### src/rtl/ddr_rd_cmd_issuer.sv
// ddr_rd_cmd_issuer
// Consumes {beats, byte address} entries from the show-ahead prefetch FIFO and
// issues them as AXI4 INCR read bursts of at most MAX_BURST beats. The number
// of bursts in flight is limited to MAX_OUTSTANDING by counting returned rlast beats.
//
// state   | meaning
// --------+---------------------------------------------------------------
// S_IDLE  | waiting for a FIFO entry; pops it and latches address/beats
// S_SPLIT | sizing the next burst; waits here until a credit is free
// S_ISSUE | AR request presented; command held until arready
module ddr_rd_cmd_issuer #(
    parameter int ADDR_W          = 28,
    parameter int CNT_W           = 8,
    parameter int FIFO_DW         = 36,
    parameter int BYTES_PER_BEAT  = 32,
    parameter int MAX_BURST       = 16,
    parameter int MAX_OUTSTANDING = 4
) (
    input  logic               clk,
    input  logic               rst,
    input  logic [FIFO_DW-1:0] fifo_rd_data,
    input  logic               fifo_rd_vld,
    output logic               fifo_rd_en,
    output logic [ADDR_W-1:0]  araddr,
    output logic [7:0]         arlen,
    output logic [2:0]         arsize,
    output logic [1:0]         arburst,
    output logic               arvalid,
    input  logic               arready,
    input  logic               rvalid,
    input  logic               rready,
    input  logic               rlast,
    output logic [3:0]         outstanding,
    output logic               busy,
    output logic               err_zero_len,
    output logic               err_underflow
);

    localparam int BSH = $clog2(BYTES_PER_BEAT);
    // chunk width must hold MAX_BURST (up to 256) as well as any beat count
    localparam int CHW = (CNT_W > 9) ? CNT_W : 9;
    localparam logic [CHW-1:0]    MAXB  = CHW'(MAX_BURST);
    localparam logic [3:0]        MAXO  = 4'(MAX_OUTSTANDING);
    localparam logic [ADDR_W-1:0] AMASK = ~(ADDR_W'(BYTES_PER_BEAT - 1));

    typedef enum logic [1:0] {
        S_IDLE  = 2'd0,
        S_SPLIT = 2'd1,
        S_ISSUE = 2'd2
    } state_t;

    state_t            r_state;
    logic [ADDR_W-1:0] r_addr;
    logic [CNT_W-1:0]  r_rem;
    logic [ADDR_W-1:0] r_araddr;
    logic [7:0]        r_arlen;
    logic              r_arvalid;
    logic [3:0]        r_out;
    logic              r_err_zero;
    logic              r_err_uf;

    logic [CNT_W-1:0]  w_beats;
    logic [ADDR_W-1:0] w_entry_addr;
    logic [CHW-1:0]    w_rem_ext;
    logic [CHW-1:0]    w_chunk;
    logic [7:0]        w_arlen;
    logic [ADDR_W-1:0] w_step;
    logic [CNT_W-1:0]  w_rem_next;
    logic              w_ar_hs;
    logic              w_rlast_hs;

    assign w_beats      = fifo_rd_data[FIFO_DW-1:ADDR_W];
    assign w_entry_addr = fifo_rd_data[ADDR_W-1:0];
    assign w_rem_ext    = CHW'(r_rem);
    assign w_chunk      = (w_rem_ext < MAXB) ? w_rem_ext : MAXB;
    assign w_arlen      = 8'(w_chunk - CHW'(1));
    assign w_step       = ADDR_W'(w_chunk) << BSH;
    assign w_rem_next   = r_rem - CNT_W'(w_chunk);
    assign w_ar_hs      = r_arvalid & arready;
    assign w_rlast_hs   = rvalid & rready & rlast;

    // pop is combinational so the entry is consumed in the cycle it is seen
    assign fifo_rd_en    = ~rst & (r_state == S_IDLE) & fifo_rd_vld;
    assign araddr        = r_araddr;
    assign arlen         = r_arlen;
    assign arsize        = 3'(BSH);
    assign arburst       = 2'b01;
    assign arvalid       = r_arvalid;
    assign outstanding   = r_out;
    assign busy          = (r_state != S_IDLE);
    assign err_zero_len  = r_err_zero;
    assign err_underflow = r_err_uf;

    // entry splitting FSM with registered AR command
    always_ff @(posedge clk) begin
        if (rst) begin
            r_state    <= S_IDLE;
            r_addr     <= '0;
            r_rem      <= '0;
            r_araddr   <= '0;
            r_arlen    <= '0;
            r_arvalid  <= 1'b0;
            r_err_zero <= 1'b0;
        end else begin
            r_err_zero <= 1'b0;
            case (r_state)
                S_IDLE: begin
                    if (fifo_rd_vld) begin
                        r_addr <= w_entry_addr & AMASK;
                        r_rem  <= w_beats;
                        if (w_beats == '0) begin
                            r_err_zero <= 1'b1;
                        end else begin
                            r_state <= S_SPLIT;
                        end
                    end
                end
                S_SPLIT: begin
                    // a returning rlast this cycle frees a credit in time
                    if ((r_out < MAXO) || w_rlast_hs) begin
                        r_araddr  <= r_addr;
                        r_arlen   <= w_arlen;
                        r_arvalid <= 1'b1;
                        r_state   <= S_ISSUE;
                    end
                end
                S_ISSUE: begin
                    if (w_ar_hs) begin
                        r_arvalid <= 1'b0;
                        r_addr    <= r_addr + w_step;
                        r_rem     <= w_rem_next;
                        r_state   <= (w_rem_next == '0) ? S_IDLE : S_SPLIT;
                    end
                end
                default: begin
                    r_state   <= S_IDLE;
                    r_arvalid <= 1'b0;
                end
            endcase
        end
    end

    // bursts-in-flight counter, saturating at zero with an underflow pulse
    always_ff @(posedge clk) begin
        if (rst) begin
            r_out    <= '0;
            r_err_uf <= 1'b0;
        end else begin
            r_err_uf <= 1'b0;
            if (w_ar_hs && !w_rlast_hs) begin
                r_out <= r_out + 4'd1;
            end else if (w_rlast_hs && !w_ar_hs) begin
                if (r_out == '0) begin
                    r_err_uf <= 1'b1;
                end else begin
                    r_out <= r_out - 4'd1;
                end
            end
        end
    end

endmodule

### config.mk
export PLATFORM = sky130hd
export DESIGN_NAME = ddr_rd_cmd_issuer
export DESIGN_NICKNAME = d
export VERILOG_FILES = /design/src/rtl/ddr_rd_cmd_issuer.sv
export SDC_FILE = /design/constraint.sdc
export NUM_CORES = 1
export LEC_CHECK = 0
export CAP_MARGIN = 20
export CORE_MARGIN = 2
export CORE_UTILIZATION = 54
export DETAILED_ROUTE_END_ITERATION = 16
export PLACE_DENSITY = 0.86
export SYNTH_ARGS = -nofsm -noshare
export SYNTH_HDL_FRONTEND = slang
export SYNTH_SLANG_ARGS = --single-unit
### constraint.sdc
create_clock -name clk -period 7.7 [get_ports clk]
set_input_delay 2.31 -clock clk [delete_from_list [all_inputs] [get_ports clk]]
set_output_delay 2.31 -clock clk [all_outputs]
set_load 0.02 [all_outputs]
======== Word level (Yosys, flattened, before mapping) ========
Index checks and enable logic that the tools add are counted.
word-level totals
  output and inout bits ................... 50
  input bits .............................. 43
  flip-flop bits (word level) ............. 81
  logic and storage cells ................. 72
cells by class
  add/subtract/negate cells ............... 5
  magnitude comparators ................... 2
  bitwise logic cells ..................... 9
  multiplexer cells ....................... 21
  eq/ne operators ......................... 7
  reductions and logical operators ........ 19
operator list
  operator               number
  $mux W28               2
  $pmux W28 S2           1
  $add A28 B13 Y28       1
  $mux W8                3
  $logic_not A8 Y1       2
  $pmux W8 S2            1
  $mux W4                3
  $ne A2 B2 Y1 const B   5
  $lt A8 B5 Y1 const B   1
  $mux W2                4
  $sub A8 B1 Y8 const B  1
  $sub A8 B8 Y8          1
  $pmux W2 S3            1
  $reduce_and A3 Y1      2
  $reduce_bool A2 Y1     3
  $reduce_or A3 Y1       2
  $and A1 B1 Y1          5
  $mux W1                5
  $add A4 B1 Y4 const B  1
  $logic_not A4 Y1       1
  $lt A4 B3 Y1 const B   1
  $not A1 Y1             4
  $reduce_and A2 Y1      2
  $reduce_and A4 Y1      1
  other kinds (8)        10

======== Logic depth before layout (Yosys ltp) ========
  word-level depth ........................ 7
  depth in mapped cells ................... 13
  mapped depth without buffers ............ 11

======== Worst setup path before layout ========
No wires, ideal clock.
  kind .................................... input to output
  start ................................... input arready
  end ..................................... output fifo_rd_en
  path slack .............................. 2.215 ns
  data arrival time ....................... 3.175 ns
  path buffers ............................ 0
  required time ........................... 5.390 ns
  stages on the path ...................... 4
  cells stage by stage .................... nand3_1 -> a21oi_1 -> nand2_1 -> nor2_1
RTL lines
  what         line  source
  from (decl)  29    input logic arready,
  to (decl)    23    output logic fifo_rd_en,

==> impl_metrics.yaml <==
yosys:
  syn_area_um2: 3781
  yosys.area_share.simple: 0.2432
  synth.avg_cell_area_um2: 7.780
  synthCells: 486
  synth-main-ff-cell: "dfxtp_1"
  yosys_warnings: 0
  yosysSeqAreaShare: 0.3759
  synth-compound-area-share: 0.2363
  synthTopCellsByArea: "dfxtp_1, nand2_1, a21oi_1"
  yosys_register_bits: 71
  synth_xor_area_frac: 0.01853
  synth_top_cell_by_area: "dfxtp_1"
  synth_top_area_share: 0.3759
  synth_edf_count: 0
  synth_top_family_by_area: "simple AND/OR/NAND/NOR gates"
  synth-adder-area-share: 0.05692
  synth_mux_area_frac: 0.005295
  post_synth_num_cell_types: 53
  ys_async_sr_fraction: 0
sta:
  fin_crit_sh: 0.8347
  max_slew_margin: 0.4942
  finalHoldViolations: 0
  rsz0062_at_grt: "false"
  fin_tns_setup_ns: 0
  finalSetupViolCount: 0
  final_max_slew_viol_count: 0
  layout_min_cycle_time_ns: 6.427
  fmax_mhz: 155.6
  worst_slew_pin_slew_ns: 0.7587
  skew_ns: 0.008550
cells_and_area:
  drive_gt1_frac: 0.06261
  fillCellCount: 568
  layout_common_cells: "nand2_1, clkdlybuf4s50_1, dfxtp_1"
  final_common_cell: "nand2_1"
  final_cells: 655
  antennaDiodeCount: 0
  nets: 613
  area_growth_pct: 28.09
clock_tree:
  cts-root-buf: "clkbuf_8"
  cts_setup_buffers: 0
  postCtsHoldBufs: 0
  cts_buffers: 9
  clkLatencyLatePin_ns: 0.35
  cts_num_sinks: 71
  cts_tree: "done"
  cts_resized: 0
  cts_max_level: 3
  clk_pin_slew_ns: 0.07
  clockBufferDepth: 2
pwr:
  swShare: 0.3061
  p_leak_uw: 0.001767
  p_int_uw: 697.5
  comb_power_share: 0.242
  max-vdd-ir-drop_v: 0.0001221
  cellPowerDensity_nw_per_um2: 207.5
  switching_power_uw: 307.6
  p_clk_frac: 0.336
  pwr-share-seq: 0.422
  power_uw: 1005
route:
  drt-vias-per-instance: 5.889
  dr_total_vias: 3857
  first_pass_iters: 5
  routed_wl_mm: 10.02
  ant_nets: 0
  first_iter_violations: 334
  drc: 0
  wire_per_inst_um: 15.29
global_route:
  grtUsageTotal: 0.2659
  grt_pass1_vias: 3540
  grt_overflow: 0
  antenna_found_initial: 0
  grt_pass1_wl_mm: 16.24
  grt_max_degree: 76
worst_setup_path:
  cp.buffers_inverters: 2
  slowest_stage: "clkdlybuf4s50_1"
  cpMostUsedCell: "clkdlybuf4s50_1"
  crit_family: "buffers and inverters"
  crit_chain: "clkdlybuf4s50_1, nand3_1, a21oi_2, nand2_1, nor2_1, clkdlybuf4s50_1"
  cpPeakStageDelay_ns: 0.62
  required_ns: 5.39
  startpoint_type: "primary input"
  crit_fanout: 6
  worstSetupEndpointType: "output port"
  arrival_ns: 4.12
  worst-setup-path-type: "primary input to output port"
place:
  io_buffers: 77
  gp_congestion: 0.8451
  dpl.cell_count: 638
  dp_hpwl_mm: 6.772
floorplan:
  die_y_um: 87.68
  start_util: 0.5565
  fp.dieArea_um2: 7688
  rows: 30
  ios: 93
  core-area_um2: 6794
  die_w_um: 87.68
outcome:
  status: "complete, no violations"
run:
  cap_violations: 0
min_path:
  min_path_type: "flip-flop to flip-flop"
==> cell usage after synthesis (3+ instances only) <==
cell and count:
a211oi_1 13, xor2_1 3, a31oi_1 11, a22oi_1 7, nand3_1 13, inv_1 12, nor2_1 41, o211ai_1 7
and2_1 3, dfxtp_1 71, a21o_1 7, nand2_1 90, nand2b_1 4, xnor2_1 5, ha_1 14, buf_4 10
o21ai_0 18, a311oi_1 5, clkbuf_1 28, nor3_1 7, or4_1 8, and3_1 6, a21oi_1 53, nor4_1 7
==> registers in the layout, indices dropped and copies added (netlist names) <==
| name | cells |
|---|---|
| err_zero_len | 1 |
| arlen | 8 |
| outstanding | 4 |
| r_rem | 8 |
| r_state | 2 |
| r_addr | 23 |
| arvalid | 1 |
| err_underflow | 1 |
| araddr | 23 |
==> power groups by stage <==
stage | clock (µW) | combinational [µW] | sequential, µW
after detailed placement | 0 | 237 | 431
after floorplan | 0 | 154 | 433
final | 338 | 243 | 424
after CTS | 341 | 239 | 423
after global placement | 0 | 227 | 429
after global routing | 356 | 267 | 428
==> through the flow <==
step           hold slack [ns]  utilization  instance area (µm²)  setup WS, ns
3_3_place_gp            0.4416       0.6737                 4577         1.274
2_1_floorplan           0.4409            -                 3826         2.215
6_report                0.4525       0.7129                 4843         1.273
5_1_grt                 0.4768       0.7129                 4843         1.175
4_1_cts                 0.4561       0.7107                 4828         1.201
3_5_place_dp            0.4466       0.6777                 4604         1.265
==> worst register-to-register path, stage by stage (launching register included) <==
cell and delay [ns]:
dfxtp_1 0.39, nor4_1 0.26, buf_4 0.22, and2_1 0.19, ha_1 0.21, inv_1 0.07, fa_1 0.38, nand2b_1 0.20
a21oi_1 0.21, o211ai_1 0.18, a211o_1 0.45, or4b_1 0.52, a31oi_1 0.18
==> per-layer routing <==
metal / routed length (µm) / global-route usage
met2: 4862 / 0.4304
met3: 656 / 0.03676
met1: 4249 / 0.3464
met5: 0 / 0
met4: 246 / 0.1371
==> logic make-up after synthesis <==
| family | Yosys count |
|---|---|
| fa+ha+maj | 16 |
| simple gates | 197 |
| compound gates | 138 |
| buf+inv | 52 |
| flops | 71 |
| other cells | 2 |
| mux | 2 |
| xor+xnor | 8 |
==> path summary, 6_finish.rpt <==
| kind | start | end | slack, ns | cells after the start |
|---|---|---|---|---|
| hold / removal | arlen[5] | arlen[5] | 0.45 | 2 |
| setup reg to reg | r_rem[4] | r_addr[21] | 4.15 | 12 |
| hold reg to reg | arlen[5] | arlen[5] | 0.45 | 2 |
| setup / recovery | arready | fifo_rd_en | 1.27 | 6 |
==> layout make-up <==
class,count,area (µm²),area share
multi-input cells,375,2180,0.4500
flip-flops and latches,71,1421,0.2935
repair buffers,85,853.3,0.1762
clock buffers,13,158.9,0.03281
well taps,96,120.1,0.02480
clock inverters,3,65.06,0.01343
inverters,12,45.04,0.009300
Note: power is estimated with default switching activity, not from simulation.
